File: src/rtl/credit_arb_pkg.sv
// -----------------------------------------------------------------------------
// credit_arb_pkg
// Shared types and helpers for the credit-based round-robin arbiter.
//   arb_state_e : arbiter mode (RUN, DRAIN, DRAINED)
//   STAT_W      : width of the optional statistics counters
//   rr_pick     : reference round-robin pick on up to RR_MAX requesters;
//                 request bits above the real requester count must be zero,
//                 which makes the wrap at RR_MAX equivalent to a wrap at the
//                 real requester count.
// -----------------------------------------------------------------------------
package credit_arb_pkg;

  typedef enum logic [1:0] {
    RUN     = 2'd0,
    DRAIN   = 2'd1,
    DRAINED = 2'd2
  } arb_state_e;

  localparam int STAT_W = 16;
  localparam int RR_MAX = 32;

  function automatic logic [RR_MAX-1:0] rr_pick(input logic [RR_MAX-1:0] req,
                                                input logic [4:0]        ptr);
    logic [RR_MAX-1:0] gnt;
    logic              found;
    logic [4:0]        idx;
    gnt   = {RR_MAX{1'b0}};
    found = 1'b0;
    for (int k = 0; k < RR_MAX; k++) begin
      idx = ptr + 5'(k);
      if (!found && req[idx]) begin
        gnt[idx] = 1'b1;
        found    = 1'b1;
      end else begin
        found = found;
      end
    end
    return gnt;
  endfunction

endpackage

File: src/rtl/credit_rr_pick.sv
// -----------------------------------------------------------------------------
// credit_rr_pick
// Combinational round-robin picker: rotates the request vector so that bit 0
// is the pointer position, takes the lowest set bit, and rotates back.
// Ports:
//   req   in  NUM_REQ  request vector
//   ptr   in  IW       highest-priority requester (must be < NUM_REQ)
//   grant out NUM_REQ  one-hot winner (all zero when no request)
//   idx   out IW       winner id
//   any   out 1        at least one request present
// -----------------------------------------------------------------------------
module credit_rr_pick #(
  parameter int NUM_REQ = 4,
  parameter int IW      = $clog2(NUM_REQ)
) (
  input  logic [NUM_REQ-1:0] req,
  input  logic [IW-1:0]      ptr,
  output logic [NUM_REQ-1:0] grant,
  output logic [IW-1:0]      idx,
  output logic               any
);

  logic [NUM_REQ-1:0] rot_s;
  logic [IW-1:0]      off_s;
  logic [IW:0]        sum_s;

  // Rotate, priority-encode from the pointer, then map the offset back to an id
  always_comb begin
    // rot_s[k] is requester (ptr + k) mod NUM_REQ
    rot_s = NUM_REQ'({req, req} >> ptr);
    off_s = {IW{1'b0}};
    any   = 1'b0;
    // Descending scan: the last hit written is the lowest offset
    for (int k = NUM_REQ - 1; k >= 0; k--) begin
      if (rot_s[k]) begin
        off_s = IW'(k);
        any   = 1'b1;
      end else begin
        off_s = off_s;
      end
    end
    sum_s = {1'b0, ptr} + {1'b0, off_s};
    if (sum_s >= (IW+1)'(NUM_REQ)) begin
      sum_s = sum_s - (IW+1)'(NUM_REQ);
    end else begin
      sum_s = sum_s;
    end
    idx = sum_s[IW-1:0];
    if (any) begin
      grant = {{(NUM_REQ-1){1'b0}}, 1'b1} << idx;
    end else begin
      grant = {NUM_REQ{1'b0}};
    end
  end

endmodule

File: src/rtl/credit_rr_arbiter.sv
// -----------------------------------------------------------------------------
// credit_rr_arbiter
// Round-robin arbiter sharing one credit-controlled FIFO push port among
// NUM_REQ requesters. One beat is granted per cycle while credits remain; the
// winning beat is pushed on a registered valid/data port one cycle later.
// A drain handshake stops granting and reports when all credits are back.
// Ports:
//   clk, rst_n     clock, async active-low reset
//   req_valid      per-requester beat present
//   req_data       flattened payloads, slice i = requester i
//   req_grant      one-hot combinational accept
//   out_valid/out_data/out_src  registered push to the shared FIFO
//   out_credit     one pulse per downstream slot freed
//   drain_req      level request to quiesce; drain_done when pool is full
//   credits_avail  current credit count
//   cred_ovf_err   sticky: credit returned while the pool was full
// Optional feature macro: CREDIT_RR_ARBITER_STATS_EN adds grant_cnt
// (per-requester saturating grant counters) and stall_cnt (cycles blocked
// on credits while running).
// -----------------------------------------------------------------------------
module credit_rr_arbiter
  import credit_arb_pkg::*;
#(
  parameter  int NUM_REQ      = 4,
  parameter  int DATA_WIDTH   = 8,
  parameter  int DOWN_CREDITS = 16,
  localparam int CW           = $clog2(DOWN_CREDITS + 1),
  localparam int IW           = $clog2(NUM_REQ)
) (
  input  logic                          clk,
  input  logic                          rst_n,
  input  logic [NUM_REQ-1:0]            req_valid,
  input  logic [NUM_REQ*DATA_WIDTH-1:0] req_data,
  output logic [NUM_REQ-1:0]            req_grant,
  output logic                          out_valid,
  output logic [DATA_WIDTH-1:0]         out_data,
  output logic [IW-1:0]                 out_src,
  input  logic                          out_credit,
  input  logic                          drain_req,
  output logic                          drain_done,
  output logic [CW-1:0]                 credits_avail,
  output logic                          cred_ovf_err
`ifdef CREDIT_RR_ARBITER_STATS_EN
  ,
  output logic [NUM_REQ*STAT_W-1:0]     grant_cnt,
  output logic [STAT_W-1:0]             stall_cnt
`endif
);

  localparam logic [CW-1:0] CNT_FULL = CW'(DOWN_CREDITS);
  localparam logic [CW-1:0] CNT_ONE  = CW'(1);
  localparam logic [IW-1:0] PTR_LAST = IW'(NUM_REQ - 1);

  arb_state_e             state_r;
  logic [CW-1:0]          cnt_r;
  logic [IW-1:0]          rr_ptr_r;
  logic                   drain_done_r;
  logic                   ovf_r;
  logic                   out_valid_r;
  logic [DATA_WIDTH-1:0]  out_data_r;
  logic [IW-1:0]          out_src_r;

  logic [NUM_REQ-1:0]     pick_grant_s;
  logic [IW-1:0]          pick_idx_s;
  logic                   pick_any_s;
  logic                   can_grant_s;

  credit_rr_pick #(
    .NUM_REQ (NUM_REQ),
    .IW      (IW)
  ) u_pick (
    .req   (req_valid),
    .ptr   (rr_ptr_r),
    .grant (pick_grant_s),
    .idx   (pick_idx_s),
    .any   (pick_any_s)
  );

  // Grant only from the registered credit count, so a returning credit is usable next cycle
  always_comb begin
    can_grant_s = (state_r == RUN) && (cnt_r != {CW{1'b0}}) && pick_any_s;
    if (can_grant_s) begin
      req_grant = pick_grant_s;
    end else begin
      req_grant = {NUM_REQ{1'b0}};
    end
  end

  // Drain FSM; drain_done is registered alongside the state it reports
  always_ff @(posedge clk or negedge rst_n) begin
    if (!rst_n) begin
      state_r      <= RUN;
      drain_done_r <= 1'b0;
    end else begin
      case (state_r)
        RUN: begin
          if (drain_req) begin
            state_r <= DRAIN;
          end else begin
            state_r <= RUN;
          end
          drain_done_r <= 1'b0;
        end
        DRAIN: begin
          if (!drain_req) begin
            state_r      <= RUN;
            drain_done_r <= 1'b0;
          end else if (cnt_r == CNT_FULL) begin
            state_r      <= DRAINED;
            drain_done_r <= 1'b1;
          end else begin
            state_r      <= DRAIN;
            drain_done_r <= 1'b0;
          end
        end
        DRAINED: begin
          if (!drain_req) begin
            state_r      <= RUN;
            drain_done_r <= 1'b0;
          end else begin
            state_r      <= DRAINED;
            drain_done_r <= 1'b1;
          end
        end
        default: begin
          state_r      <= RUN;
          drain_done_r <= 1'b0;
        end
      endcase
    end
  end

  // Credit pool: a grant spends one, a return adds one, a return into a full pool is flagged
  always_ff @(posedge clk or negedge rst_n) begin
    if (!rst_n) begin
      cnt_r <= CNT_FULL;
      ovf_r <= 1'b0;
    end else begin
      if (can_grant_s && !out_credit) begin
        cnt_r <= cnt_r - CNT_ONE;
      end else if (!can_grant_s && out_credit) begin
        if (cnt_r == CNT_FULL) begin
          ovf_r <= 1'b1;
        end else begin
          cnt_r <= cnt_r + CNT_ONE;
        end
      end else begin
        cnt_r <= cnt_r;
      end
    end
  end

  // Round-robin pointer and the registered push port
  always_ff @(posedge clk or negedge rst_n) begin
    if (!rst_n) begin
      rr_ptr_r    <= {IW{1'b0}};
      out_valid_r <= 1'b0;
      out_data_r  <= {DATA_WIDTH{1'b0}};
      out_src_r   <= {IW{1'b0}};
    end else begin
      if (can_grant_s) begin
        rr_ptr_r    <= (pick_idx_s == PTR_LAST) ? {IW{1'b0}} : pick_idx_s + IW'(1);
        out_valid_r <= 1'b1;
        out_data_r  <= req_data[pick_idx_s*DATA_WIDTH +: DATA_WIDTH];
        out_src_r   <= pick_idx_s;
      end else begin
        rr_ptr_r    <= rr_ptr_r;
        out_valid_r <= 1'b0;
        out_data_r  <= {DATA_WIDTH{1'b0}};
        out_src_r   <= {IW{1'b0}};
      end
    end
  end

  assign out_valid     = out_valid_r;
  assign out_data      = out_data_r;
  assign out_src       = out_src_r;
  assign drain_done    = drain_done_r;
  assign credits_avail = cnt_r;
  assign cred_ovf_err  = ovf_r;

`ifdef CREDIT_RR_ARBITER_STATS_EN
  localparam logic [STAT_W-1:0] STAT_MAX = {STAT_W{1'b1}};
  localparam logic [STAT_W-1:0] STAT_ONE = STAT_W'(1);

  logic [STAT_W-1:0] grant_cnt_r [NUM_REQ];
  logic [STAT_W-1:0] stall_cnt_r;

  // Saturating per-requester grant counters and credit-stall counter
  always_ff @(posedge clk or negedge rst_n) begin
    if (!rst_n) begin
      for (int i = 0; i < NUM_REQ; i++) begin
        grant_cnt_r[i] <= {STAT_W{1'b0}};
      end
      stall_cnt_r <= {STAT_W{1'b0}};
    end else begin
      for (int i = 0; i < NUM_REQ; i++) begin
        if (req_grant[i] && (grant_cnt_r[i] != STAT_MAX)) begin
          grant_cnt_r[i] <= grant_cnt_r[i] + STAT_ONE;
        end else begin
          grant_cnt_r[i] <= grant_cnt_r[i];
        end
      end
      if ((state_r == RUN) && (cnt_r == {CW{1'b0}}) && (|req_valid) &&
          (stall_cnt_r != STAT_MAX)) begin
        stall_cnt_r <= stall_cnt_r + STAT_ONE;
      end else begin
        stall_cnt_r <= stall_cnt_r;
      end
    end
  end

  // Flatten the counter array onto the output bus
  always_comb begin
    grant_cnt = {(NUM_REQ*STAT_W){1'b0}};
    for (int i = 0; i < NUM_REQ; i++) begin
      grant_cnt[i*STAT_W +: STAT_W] = grant_cnt_r[i];
    end
  end

  assign stall_cnt = stall_cnt_r;
`endif

endmodule
File: config.mk
export PLATFORM = sky130hd
export DESIGN_NAME = credit_rr_arbiter
export DESIGN_NICKNAME = d
export VERILOG_FILES = /design/src/rtl/credit_arb_pkg.sv /design/src/rtl/credit_rr_pick.sv /design/src/rtl/credit_rr_arbiter.sv
export SDC_FILE = /design/constraint.sdc
export NUM_CORES = 1
export LEC_CHECK = 0
export CAP_MARGIN = 20
export CORE_ASPECT_RATIO = 1.75
export CORE_MARGIN = 8
export CORE_UTILIZATION = 25
export CTS_CLUSTER_DIAMETER = 100
export DETAILED_ROUTE_END_ITERATION = 8
export DONT_BUFFER_PORTS = 1
export PLACE_DENSITY = 0.44
export SYNTH_ARGS = -nofsm -noshare
export SYNTH_HDL_FRONTEND = slang
export SYNTH_SLANG_ARGS = --single-unit
File: constraint.sdc
create_clock -name clk -period 6.7 [get_ports clk]
set_clock_uncertainty 0.2 [all_clocks]
set_input_delay 0.67 -clock clk [delete_from_list [all_inputs] [get_ports clk]]
set_output_delay 0.67 -clock clk [all_outputs]
set_load 0.01 [all_outputs]
==> summary.md <==
| Metric | Value |
|---|---|
| Final setup vio count | 0 |
| P_leak | 0.741 nW |
| Mapped Cells | 161 |
| Clock group share of total power | 10.5% |
| TritonCTS buffer count | 3 |
| Yosys top cell area share | 33.0% |
| Max Slew Vio Count | 0 |
| Data arrival, critical path | 3140 ps |
| Drt first pass iters | 4 |
| Final hold vios | 0 |
| Critical Path End Type | primary output |
| RSZ-0062 raised after global routing | no |
| Vias | 1,199 |
| Boundary Pins | 62 |
| Core area | 6180 um^2 |
| CTS H-Tree Depth | 1 |
| Critical path fanouts, max | 12 |
| Met3 WL post-DR | 458 um |
| Clk slew on worst S/H paths | 80 ps |
| Net Sw Frac | 47.5% |
| Hold Crit Class | input port to asynchronous set/reset pin |
| Port bufs | 0 |
| Clk sinks | 22 |
| Hpwl dp | 3560 um |
| Reg power frac | 31.0% |
| Yosys reg bits | 22 |
| Dominant cell type by area after synthesis | dfrtp_1 |
| Initial Util | 25.7% |
| Layout cell share with drive strength beyond 1 | 13.8% |
| Run status | finished clean |
| Total Neg Setup Slack | 0 ps |
| Clk Latency, worst-skew pair | 260 ps |
| PwrDens | 524 nW/um^2 |
| Antenna Cells | 0 |
| Crit start category | flop |
| CP max stage delay | 610 ps |
| Global-route wire length before repair | 6880 um |
| Synth Warn # | 0 |
| Worst reg-to-reg path cell count | 12 |
| Most frequent cell after synthesis | dfrtp_1 |
| Post-CTS Resized | 0 |
| Post-layout nets | 215 |
| Critical path class | flop to primary output |
| Iter 0 DRT Violations | 28 |
| Worst-Margin Slew | 1040 ps |
| Met1 wire length | 1550 um |
| Top FF cell, synth | dfrtp_1 |
| CTS Hold Bufs | 1 |
| Initial antenna violation count | 0 |
| R2R Path Start | credits_avail[1]$_DFFE_PN0P_ |
| Post-synth top cells | 21 x dfrtp_1, 14 x ha_1, 12 x nor2_1 |
| Row count | 38 |
| Syn Std Cell Area | 1590 um^2 |
| DRC errors left | 0 |
| CP max stage cell | or4_4 |
| R2r setup slk | 2940 ps |
| Worst endpoint required time | 5830 ps |
| Period minus WS final | 4010 ps |
| Number of synthesized flops with an enable pin | 0 |
| CTS tree | done |
| Post-synthesis sequential area ratio | 34.7% |
| Routability Congestion | 0.815 |
| Avg Cell Area, Syn | 9.89 um^2 |
| Top sig layer | met4 |
| Global route total overflow | 0 |
| Number of global-route vias before repair | 1,243 |
| Worst IR Drop VDD | 0.000207 V |
| Rel. slew slack | 31.0% |
| Max Cap Viol | 0 |
| Largest cells by area after synthesis | dfrtp_1 33%, ha_1 11%, a211oi_2 5.5%, mux2i_1 5.0%, a221oi_1 5.0% |
| Switching power of the nets | 0.000430 W |
| Die Span Y | 122 um |
| Die X | 76.3 um |
| Clock Tree Root | clkbuf_8 |
| Post-Route WL | 4460 um |
| Area Growth Syn to Fin | 8.65% |
| Beginning of the critical path | rr_ptr_r[0]$_DFFE_PN0P_ |
| Tcrit/Tclk final | 59.9% |
| Ys async rst share | 100% |
| Synth unique cells | 45 |
| ANT nets after route | 0 |
| Worst reg2reg path endpoint | credits_avail[4]$_DFFE_PN1P_ |
| Die Area | 9280 um^2 |
| Internal Power | 0.000476 W |
| Drt wl/cell | 18.6 um |
| DR vias/cell | 5.00 |
| Worst path cell trace | nor2b_1 > a221oi_1 > a21oi_1 > a211o_1 > ha_1 > xnor2_1 > or4_4 > and2_4 > inv_2 > ha_1 > and2_1 |
| Syn nets | 215 |
| Clk buf depth | 2 |
| Post CTS Setup Buffer Count | 0 |
| Gate power share | 58.6% |
| All-Layer GR Usage | 9.33% |
| Met2 WL | 2440 um |
| Fin util | 28.0% |
| Largest net degree at the start of global routing | 29 |
| Fmax | 0.249 GHz |
| Crit-path most repeated cell | ha_1 |
-- final cells by class --
| cell class | count | area, um^2 |
|---|---|---|
| Tap cell | 80 | 100 |
| Multi-Input combinational cell | 120 | 945 |
| Sequential cell | 22 | 552 |
| Timing Repair Buffer | 4 | 40.0 |
| Inverter | 10 | 37.5 |
| Clock buffer | 4 | 55.1 |
| Fill cell | 665 | 4450 |
-- power by group through the flow --
stage	combinational, W	clock [W]	sequential [W]
after global routing	0.000590	0.000104	0.000293
final	0.000531	0.0000949	0.000281
after floorplan	0.000481	0	0.000252
after CTS	0.000534	0.000101	0.000285
after detailed placement	0.000527	0	0.000288
after global placement	0.000519	0	0.000285
-- metrics by stage --
step | instance area (um^2) | hold WS (ps) | worst slack, ps | total power, W | instances
3_5_place_dp | 1650 | 175 | 2860 | 0.000815 | 234
6_report | 1730 | 45.3 | 2690 | 0.000907 | 240
4_1_cts | 1710 | 32.2 | 2650 | 0.000920 | 239
3_3_place_gp | 1650 | 175 | 2880 | 0.000804 | 234
2_1_floorplan | 1590 | 174 | 2800 | 0.000733 | 161
5_1_grt | 1730 | 24.8 | 2460 | 0.000987 | 240
-- registers in the layout (all words and copies together) (netlist names) --
register and count:
cred_ovf_err 1, credits_avail 5, drain_done 1, out_data 8, out_src 2, out_valid 1
rr_ptr_r 2, state_r 2
-- cell usage in the layout (no fill, tap or decap), drive strengths merged --
| cell | n |
|---|---|
| a2111oi | 2 |
| a211o | 1 |
| a211oi | 8 |
| a21boi | 1 |
| a21o | 1 |
| a21oi | 6 |
| a221oi | 9 |
| a22o | 1 |
| a22oi | 1 |
| a31o | 1 |
| a31oi | 1 |
| a41oi | 1 |
| and2 | 5 |
| buf | 3 |
| clkbuf | 4 |
| dfrtp | 21 |
| dfstp | 1 |
| dlygate4sd3 | 1 |
| ha | 14 |
| inv | 10 |
| mux2 | 1 |
| mux2i | 8 |
| nand2 | 9 |
| nand2b | 5 |
| nand3b | 1 |
| nor2 | 12 |
| nor2b | 10 |
| nor3 | 2 |
| nor4 | 1 |
| o21a | 1 |
| o21ai | 3 |
| o221a | 1 |
| o311ai | 1 |
| o31ai | 2 |
| or2b | 1 |
| or3 | 3 |
| or4 | 1 |
| xnor2 | 4 |
| xor2 | 2 |
-- worst max path at each step --
stage                    to  depth (start not counted)  slack [ps]
6_report       req_grant[3]                         11        2690
5_1_grt        req_grant[2]                          8        2460
4_1_cts        req_grant[3]                         11        2650
3_5_place_dp   req_grant[3]                         11        2860
3_3_place_gp   req_grant[3]                         11        2880
2_1_floorplan  req_grant[0]                         11        2800
-- critical path, delay by kind of cell (launching register included) --
| family | cells | cell delay (ps) |
|---|---|---|
| AO/OA/AOI/OAI | 3 | 570 |
| AND/OR/NAND/NOR | 4 | 1250 |
| adder cells (fa/ha/maj) | 2 | 340 |
| flip-flops | 1 | 490 |
| XOR/XNOR | 1 | 130 |
| buffers and inverters | 1 | 70 |
-- layer usage --
layer  GRT usage (%)  vias up
met3            3.98        2
met5               0        -
met1            8.75      571
met4            2.54        0
met2            17.9       53
li1                -      573
-- logic make-up (layout without fill, tap and decap cells) --
kind of cell / Yosys count / in the layout / synth area share (%)
adders and majority gates: 14 / 14 / 11.0
buffers and inverters: 19 / 18 / 5.97
and+or+nand+nor: 50 / 50 / 16.8
xor gates and xnor gates: 6 / 6 / 3.30
muxes: 9 / 9 / 5.74
AOI/OAI and AO/OA: 41 / 41 / 22.5
DFF: 22 / 22 / 34.7
No activity file was read; power rests on OpenSTA's default activity.
